`src/rtl/regfile_pkg.sv`:
```
// Shared constants and helpers for the multi-port register file.
// The REGFILE_BYPASS_EN macro (write-first forwarding) is consumed in regfile_read_port.
package regfile_pkg;

    localparam int DEF_XLEN   = 32;
    localparam int DEF_NREG   = 32;
    localparam int DEF_NRD    = 2;
    localparam int MAX_NRD    = 4;
    localparam int ZERO_REG   = 0;
    localparam int ADDR_W_MAX = 7;

    // Register 0 and anything beyond the implemented range behave as a hardwired zero.
    function automatic logic addr_ok(input logic [ADDR_W_MAX-1:0] addr, input int nreg);
        return (int'(addr) != ZERO_REG) && (int'(addr) < nreg);
    endfunction

endpackage

```
`src/rtl/regfile_mp_if.sv`:
```
// Read/write/scoreboard bus of regfile_mp; master drives requests, slave returns read results.
interface regfile_mp_if
    import regfile_pkg::*;
#(
    parameter int XLEN = DEF_XLEN,
    parameter int NREG = DEF_NREG,
    parameter int NRD  = DEF_NRD
);
    localparam int AW = $clog2(NREG);

    logic [NRD-1:0]      i_rd_en;
    logic [NRD*AW-1:0]   i_rd_addr;
    logic [NRD*XLEN-1:0] o_rd_data;
    logic [NRD-1:0]      o_rd_valid;
    logic [NRD-1:0]      o_rd_busy;
    logic                i_we;
    logic [AW-1:0]       i_wr_addr;
    logic [XLEN-1:0]     i_wr_data;
    logic                i_sb_set;
    logic [AW-1:0]       i_sb_addr;

    modport master (
        output i_rd_en, i_rd_addr, i_we, i_wr_addr, i_wr_data, i_sb_set, i_sb_addr,
        input  o_rd_data, o_rd_valid, o_rd_busy
    );

    modport slave (
        input  i_rd_en, i_rd_addr, i_we, i_wr_addr, i_wr_data, i_sb_set, i_sb_addr,
        output o_rd_data, o_rd_valid, o_rd_busy
    );

endinterface

```
`src/rtl/regfile_read_port.sv`:
```
// One registered read port: address mux, optional same-cycle write forwarding, output regs.
// Forwarding is compiled only when REGFILE_BYPASS_EN is defined; otherwise reads are read-first.
module regfile_read_port
    import regfile_pkg::*;
#(
    parameter int XLEN = DEF_XLEN,
    parameter int NREG = DEF_NREG,
    parameter int AW   = $clog2(NREG)
) (
    input  logic            clk,
    input  logic            rst_n,
    input  logic            rd_en,
    input  logic [AW-1:0]   rd_addr,
    input  logic [XLEN-1:0] regs [NREG],
    input  logic [NREG-1:0] busy,
    input  logic            wr_hit,
    input  logic [AW-1:0]   wr_addr,
    input  logic [XLEN-1:0] wr_data,
    input  logic            set_hit,
    input  logic [AW-1:0]   sb_addr,
    output logic [XLEN-1:0] rd_data,
    output logic            rd_valid,
    output logic            rd_busy
);

    logic [XLEN-1:0] data_mux;
    logic            busy_mux;
    logic [XLEN-1:0] data_reg;
    logic            busy_reg;
    logic            valid_reg;

    always_comb begin
        data_mux = '0;
        busy_mux = 1'b0;
        if (addr_ok(ADDR_W_MAX'(rd_addr), NREG)) begin
            data_mux = regs[rd_addr];
            busy_mux = busy[rd_addr];
`ifdef REGFILE_BYPASS_EN
            // Write-first: a matching write supplies its data and the post-update busy bit,
            // where a simultaneous set on the same register keeps it busy.
            if (wr_hit && (wr_addr == rd_addr)) begin
                data_mux = wr_data;
                busy_mux = set_hit && (sb_addr == rd_addr);
            end
`endif
        end
    end

`ifndef REGFILE_BYPASS_EN
    logic unused_bypass;
    assign unused_bypass = ^{wr_hit, wr_addr, wr_data, set_hit, sb_addr};
`endif

    // Data and busy hold their last value while the port is idle.
    always_ff @(posedge clk or negedge rst_n) begin
        if (!rst_n) begin
            data_reg  <= '0;
            busy_reg  <= 1'b0;
            valid_reg <= 1'b0;
        end else begin
            valid_reg <= rd_en;
            if (rd_en) begin
                data_reg <= data_mux;
                busy_reg <= busy_mux;
            end
        end
    end

    assign rd_data  = data_reg;
    assign rd_busy  = busy_reg;
    assign rd_valid = valid_reg;

endmodule

```
`src/rtl/regfile_mp.sv`:
```
// Multi-port register file with hardwired zero register and a per-register busy scoreboard.
// Optional write-first forwarding on the read ports is enabled by REGFILE_BYPASS_EN.
module regfile_mp
    import regfile_pkg::*;
#(
    parameter int XLEN = DEF_XLEN,
    parameter int NREG = DEF_NREG,
    parameter int NRD  = DEF_NRD
) (
    input  logic          i_clk,
    input  logic          i_reset_n,
    regfile_mp_if.slave   bus
);

    localparam int AW = $clog2(NREG);

    logic [XLEN-1:0] regs_reg [NREG];
    logic [NREG-1:0] busy_reg;
    logic            wr_hit;
    logic            set_hit;

    assign wr_hit  = bus.i_we     && addr_ok(ADDR_W_MAX'(bus.i_wr_addr), NREG);
    assign set_hit = bus.i_sb_set && addr_ok(ADDR_W_MAX'(bus.i_sb_addr), NREG);

    // Register 0 is never written, so it stays at its reset value of zero.
    always_ff @(posedge i_clk or negedge i_reset_n) begin
        if (!i_reset_n) begin
            for (int r = 0; r < NREG; r++) begin
                regs_reg[r] <= '0;
            end
        end else begin
            for (int r = 1; r < NREG; r++) begin
                if (wr_hit && (bus.i_wr_addr == AW'(r))) begin
                    regs_reg[r] <= bus.i_wr_data;
                end
            end
        end
    end

    // A write retires the pending producer, but a same-cycle set on that register wins.
    always_ff @(posedge i_clk or negedge i_reset_n) begin
        if (!i_reset_n) begin
            busy_reg <= '0;
        end else begin
            for (int r = 1; r < NREG; r++) begin
                if (set_hit && (bus.i_sb_addr == AW'(r))) begin
                    busy_reg[r] <= 1'b1;
                end else if (wr_hit && (bus.i_wr_addr == AW'(r))) begin
                    busy_reg[r] <= 1'b0;
                end
            end
        end
    end

    for (genvar gi = 0; gi < NRD; gi++) begin : g_port
        regfile_read_port #(
            .XLEN (XLEN),
            .NREG (NREG),
            .AW   (AW)
        ) u_port (
            .clk      (i_clk),
            .rst_n    (i_reset_n),
            .rd_en    (bus.i_rd_en[gi]),
            .rd_addr  (bus.i_rd_addr[gi*AW +: AW]),
            .regs     (regs_reg),
            .busy     (busy_reg),
            .wr_hit   (wr_hit),
            .wr_addr  (bus.i_wr_addr),
            .wr_data  (bus.i_wr_data),
            .set_hit  (set_hit),
            .sb_addr  (bus.i_sb_addr),
            .rd_data  (bus.o_rd_data[gi*XLEN +: XLEN]),
            .rd_valid (bus.o_rd_valid[gi]),
            .rd_busy  (bus.o_rd_busy[gi])
        );
    end

endmodule

```
`src/flat_wrapper.sv`:
```
// flat-port wrapper written by rule: the top's interface ports become plain ports
module regfile_mp_flat import regfile_pkg::*;
#(
    parameter int XLEN = DEF_XLEN,
    parameter int NREG = DEF_NREG,
    parameter int NRD  = DEF_NRD
)
  (i_clk, i_reset_n, bus_i_rd_en, bus_i_rd_addr, bus_i_we, bus_i_wr_addr, bus_i_wr_data, bus_i_sb_set, bus_i_sb_addr, bus_o_rd_data, bus_o_rd_valid, bus_o_rd_busy);
  regfile_mp_if #(.XLEN(XLEN), .NREG(NREG), .NRD(NRD)) bus_i ();
  input  logic i_clk;
  input  logic i_reset_n;
  input wire logic [$bits(bus_i.i_rd_en)-1:0] bus_i_rd_en;
  input wire logic [$bits(bus_i.i_rd_addr)-1:0] bus_i_rd_addr;
  input wire logic [$bits(bus_i.i_we)-1:0] bus_i_we;
  input wire logic [$bits(bus_i.i_wr_addr)-1:0] bus_i_wr_addr;
  input wire logic [$bits(bus_i.i_wr_data)-1:0] bus_i_wr_data;
  input wire logic [$bits(bus_i.i_sb_set)-1:0] bus_i_sb_set;
  input wire logic [$bits(bus_i.i_sb_addr)-1:0] bus_i_sb_addr;
  output wire logic [$bits(bus_i.o_rd_data)-1:0] bus_o_rd_data;
  output wire logic [$bits(bus_i.o_rd_valid)-1:0] bus_o_rd_valid;
  output wire logic [$bits(bus_i.o_rd_busy)-1:0] bus_o_rd_busy;
  assign bus_i.i_rd_en = bus_i_rd_en;
  assign bus_i.i_rd_addr = bus_i_rd_addr;
  assign bus_i.i_we = bus_i_we;
  assign bus_i.i_wr_addr = bus_i_wr_addr;
  assign bus_i.i_wr_data = bus_i_wr_data;
  assign bus_i.i_sb_set = bus_i_sb_set;
  assign bus_i.i_sb_addr = bus_i_sb_addr;
  assign bus_o_rd_data = bus_i.o_rd_data;
  assign bus_o_rd_valid = bus_i.o_rd_valid;
  assign bus_o_rd_busy = bus_i.o_rd_busy;
  regfile_mp #(.XLEN(XLEN), .NREG(NREG), .NRD(NRD)) u_core (.i_clk(i_clk), .i_reset_n(i_reset_n), .bus(bus_i));
endmodule
```
`config.mk`:
```
export PLATFORM = sky130hd
export DESIGN_NAME = regfile_mp_flat
export DESIGN_NICKNAME = d
export VERILOG_FILES = /design/src/rtl/regfile_pkg.sv /design/src/rtl/regfile_mp_if.sv /design/src/rtl/regfile_read_port.sv /design/src/rtl/regfile_mp.sv /design/src/flat_wrapper.sv
export SDC_FILE = /design/constraint.sdc
export NUM_CORES = 2
export LEC_CHECK = 0
export ABC_CLOCK_PERIOD_IN_PS = 2100
export CORE_ASPECT_RATIO = 1.1
export CORE_MARGIN = 4
export CORE_UTILIZATION = 35
export DETAILED_ROUTE_END_ITERATION = 7
export PLACE_DENSITY = 0.57
export SYNTH_ARGS = -nofsm -noshare
export SYNTH_HDL_FRONTEND = slang
export SYNTH_SLANG_ARGS = --single-unit
```
`constraint.sdc`:
```
create_clock -name i_clk -period 2.1 [get_ports i_clk]
set_input_delay 0.525 -clock i_clk [delete_from_list [all_inputs] [get_ports i_clk]]
set_output_delay 0.525 -clock i_clk [all_outputs]
set_load 0.01 [all_outputs]
```
==> results.sh <==
export IMPL_clk_latency_ps=760
export IMPL_cap_violations=0
export IMPL_synth_nets=3877
export IMPL_fin_nets=4244
export IMPL_wl_per_cell_um=30.2
export IMPL_rows=154
export IMPL_syn_to_final_growth_pct=21.9
export IMPL_r2r_slack_ps=190
export IMPL_syn_avg_cell_area_um2=14.9
export IMPL_period_needed_ps=2050
export IMPL_cp_required_ps=2780
export IMPL_initial_core_util_pct=35.3
export IMPL_crit_path_max_incr_delay_ps=640
export IMPL_synth_common_cells="mux2_2, dfrtp_1, mux4_2"
export IMPL_largest_reg_flops=992
export IMPL_crit_path_top_delay_cell="a2111oi_0"
export IMPL_synth_seq_cells=1091
export IMPL_ys_types=41
export IMPL_finalInstanceArea_um2=69200
export IMPL_synth_edff_count=0
export IMPL_p_leak_nw=30.0
export IMPL_crit_path_frequent_cell="buf_4"
export IMPL_grt_pass1_wl_um=284000
export IMPL_hold_class="primary input to asynchronous set/reset pin"
export IMPL_core_um2=161000
export IMPL_hold_violations=0
export IMPL_p_per_area_nw_per_um2=908
export IMPL_vdd_drop_max_uv=680
export IMPL_clock_sinks=1091
export IMPL_place_gp_congestion=0.830
export IMPL_ys_flop_type="dfrtp_1"
export IMPL_drtIter0Drc=3107
export IMPL_cts_root_buf="clkbuf_16"
export IMPL_grt_max_degree=65
export IMPL_drt_first_pass_iters=5
export IMPL_reg2reg_to="u_core.g_port[0].u_port.rd_data[12]"
export IMPL_port_buffers=125
export IMPL_p_total_mw=62.9
export IMPL_htree_levels=3
export IMPL_finalWorstSetupSlack_ps=47.4
export IMPL_crit_type="primary input to register"
export IMPL_drive_gt1_share_pct=55.6
export IMPL_worstPathCellList="clkdlybuf4s50_1, buf_4, inv_1, a21oi_1, nand2_2, buf_12, a2111oi_0, buf_4, a221o_1"
export IMPL_synth_top_area_share_pct=48.1
export IMPL_vias=37600
export IMPL_synth_area_um2=56800
export IMPL_rsz0062_at_grt="false"
export IMPL_synthArstFlopShare_pct=100
export IMPL_grt_pass1_vias=39800
export IMPL_die_h_um=430
export IMPL_yosysMostFrequentCell="mux2_2"
export IMPL_worstPathArrival_ps=2730
export IMPL_antenna_found_initial=3
export IMPL_skew_ps=25.2
export IMPL_drc=0
export IMPL_yosysTopAreaCell="dfrtp_1"
export IMPL_drt_total_wl_um=193000
export IMPL_slew_violations=0
export IMPL_numCtsBuffers=115
export IMPL_cp_start_kind="primary input"
export IMPL_end_kind="register"
export IMPL_synthTopCellsByArea="dfrtp_1, mux2_2, mux4_2, clkbuf_1, mux2i_1"
export IMPL_relSlewSlack_pct=46.9
export IMPL_fin_crit_sh_pct=97.7
export IMPL_grtUsageTotal_pct=22.9
export IMPL_ys_seq_area_share_pct=48.1
export IMPL_ant_nets=0
export IMPL_via_per_inst=5.88
export IMPL_yosysWarnings=33
export IMPL_worst_pin_slew_ps=777
export IMPL_preCtsSetupSlack_ps=-793
export IMPL_synthCells=3819
export IMPL_worstRegToRegCells=6
export IMPL_placed_cell_area_um2=65300
export IMPL_post_route_util_pct=43.1
export IMPL_hpwl_um=130000
export IMPL_setup_viol=0
export IMPL_pin_count=126
export IMPL_fmax_ghz=0.487
export IMPL_r2r_start="u_core.regs_reg[780]"
export IMPL_fillCellCount=14700
export IMPL_status="finished, final reports clean"
export IMPL_cts_tree="built"
export IMPL_clkTransAtPathRegs_ps=60
export IMPL_die_area_um2=169000
export IMPL_die_w_um=392
export IMPL_clockBufferDepth=3
export IMPL_cp_max_fo=16
export IMPL_overflow=0
==> worst max-delay path: cells and delay by family <==
| kind | cells | cell delay (ps) |
|---|---|---|
| buffers and inverters | 5 | 1110 |
| and+or+nand+nor | 1 | 130 |
| AOI/OAI and AO/OA | 3 | 930 |
==> repair_timing <==
action,CTS,global route
hold buffers,1,0
gates resized for setup,104,6
buffers inserted,3,5
setup endpoints to repair,70,136
hold endpoints to repair,15,0
==> report_power, final <==
group	total [mW]	internal (mW)	switching, mW
clock	21.4	12.3	9.03
combinational	13.1	8.15	5.00
sequential	28.4	25.1	3.20
total	62.9	45.6	17.2
==> logic make-up after synthesis <==
| family | synth area share, % |
|---|---|
| simple gates | 2.50 |
| buf+inv | 3.38 |
| compound gates | 4.33 |
| mux | 41.7 |
| flops | 48.1 |
==> worst max path at each step <==
stage | slack (ps) | start | endpoint | cells past startpoint
after floorplan | -170 | bus_i_rd_addr[5] | u_core.g_port[1].u_port.rd_data[10] | 6
after global placement | -860 | bus_i_rd_addr[9] | u_core.g_port[1].u_port.rd_data[9] | 9
after detailed placement | -790 | bus_i_we | u_core.regs_reg[410] | 6
after CTS | 3 | bus_i_rd_addr[5] | u_core.g_port[1].u_port.rd_data[20] | 9
after global routing | 10 | bus_i_wr_addr[2] | u_core.regs_reg[307] | 7
final | 50 | bus_i_rd_addr[9] | u_core.g_port[1].u_port.rd_data[20] | 9
==> final cells by class <==
cell class	instances	area [um2]	share of cell area, %
clock inverters	46	637	0.920
diodes	3	7.51	0.0108
inverters	49	184	0.266
clock buffers	167	3280	4.74
well taps	2106	2640	3.81
flip-flops and latches	1091	27300	39.5
multi-input cells	2269	27800	40.1
repair buffers	660	7400	10.7
==> routing by layer <==
metal | GRT usage (%) | share of wire (%)
met5 | 0 | 0
met4 | 8.22 | 3.7
met3 | 3.40 | 5.1
met2 | 38.0 | 49
met1 | 30.5 | 42
==> metrics by stage <==
| step | cells | TNS (ps) | hold WS (ps) |
|---|---|---|---|
| finish | 6391 | 0 | 296 |
| global route | 6388 | 0 | 272 |
| CTS | 6383 | 0 | 243 |
| detailed placement | 6166 | -574710 | 479 |
| global placement | 6166 | -589820 | 484 |
| floorplan | 3819 | -5210 | 229 |
==> cells in the final DEF (no fill, tap or decap), types with 39 or more instances in the layout <==
cell / netlist / routed
clkbuf_16: 0 / 115
mux2i_1: 73 / 73
dfrtp_1: 1091 / 1076
nand2_1: 71 / 56
clkdlybuf4s50_1: 0 / 46
nor2b_1: 42 / 39
mux4_2: 455 / 455
nor2_1: 114 / 102
mux2_2: 1128 / 1128
inv_1: 48 / 48
dlygate4sd2_1: 0 / 55
o22ai_1: 78 / 78
a221oi_1: 65 / 65
buf_12: 0 / 174
buf_4: 4 / 362
Power figures use the tool's default switching activity.
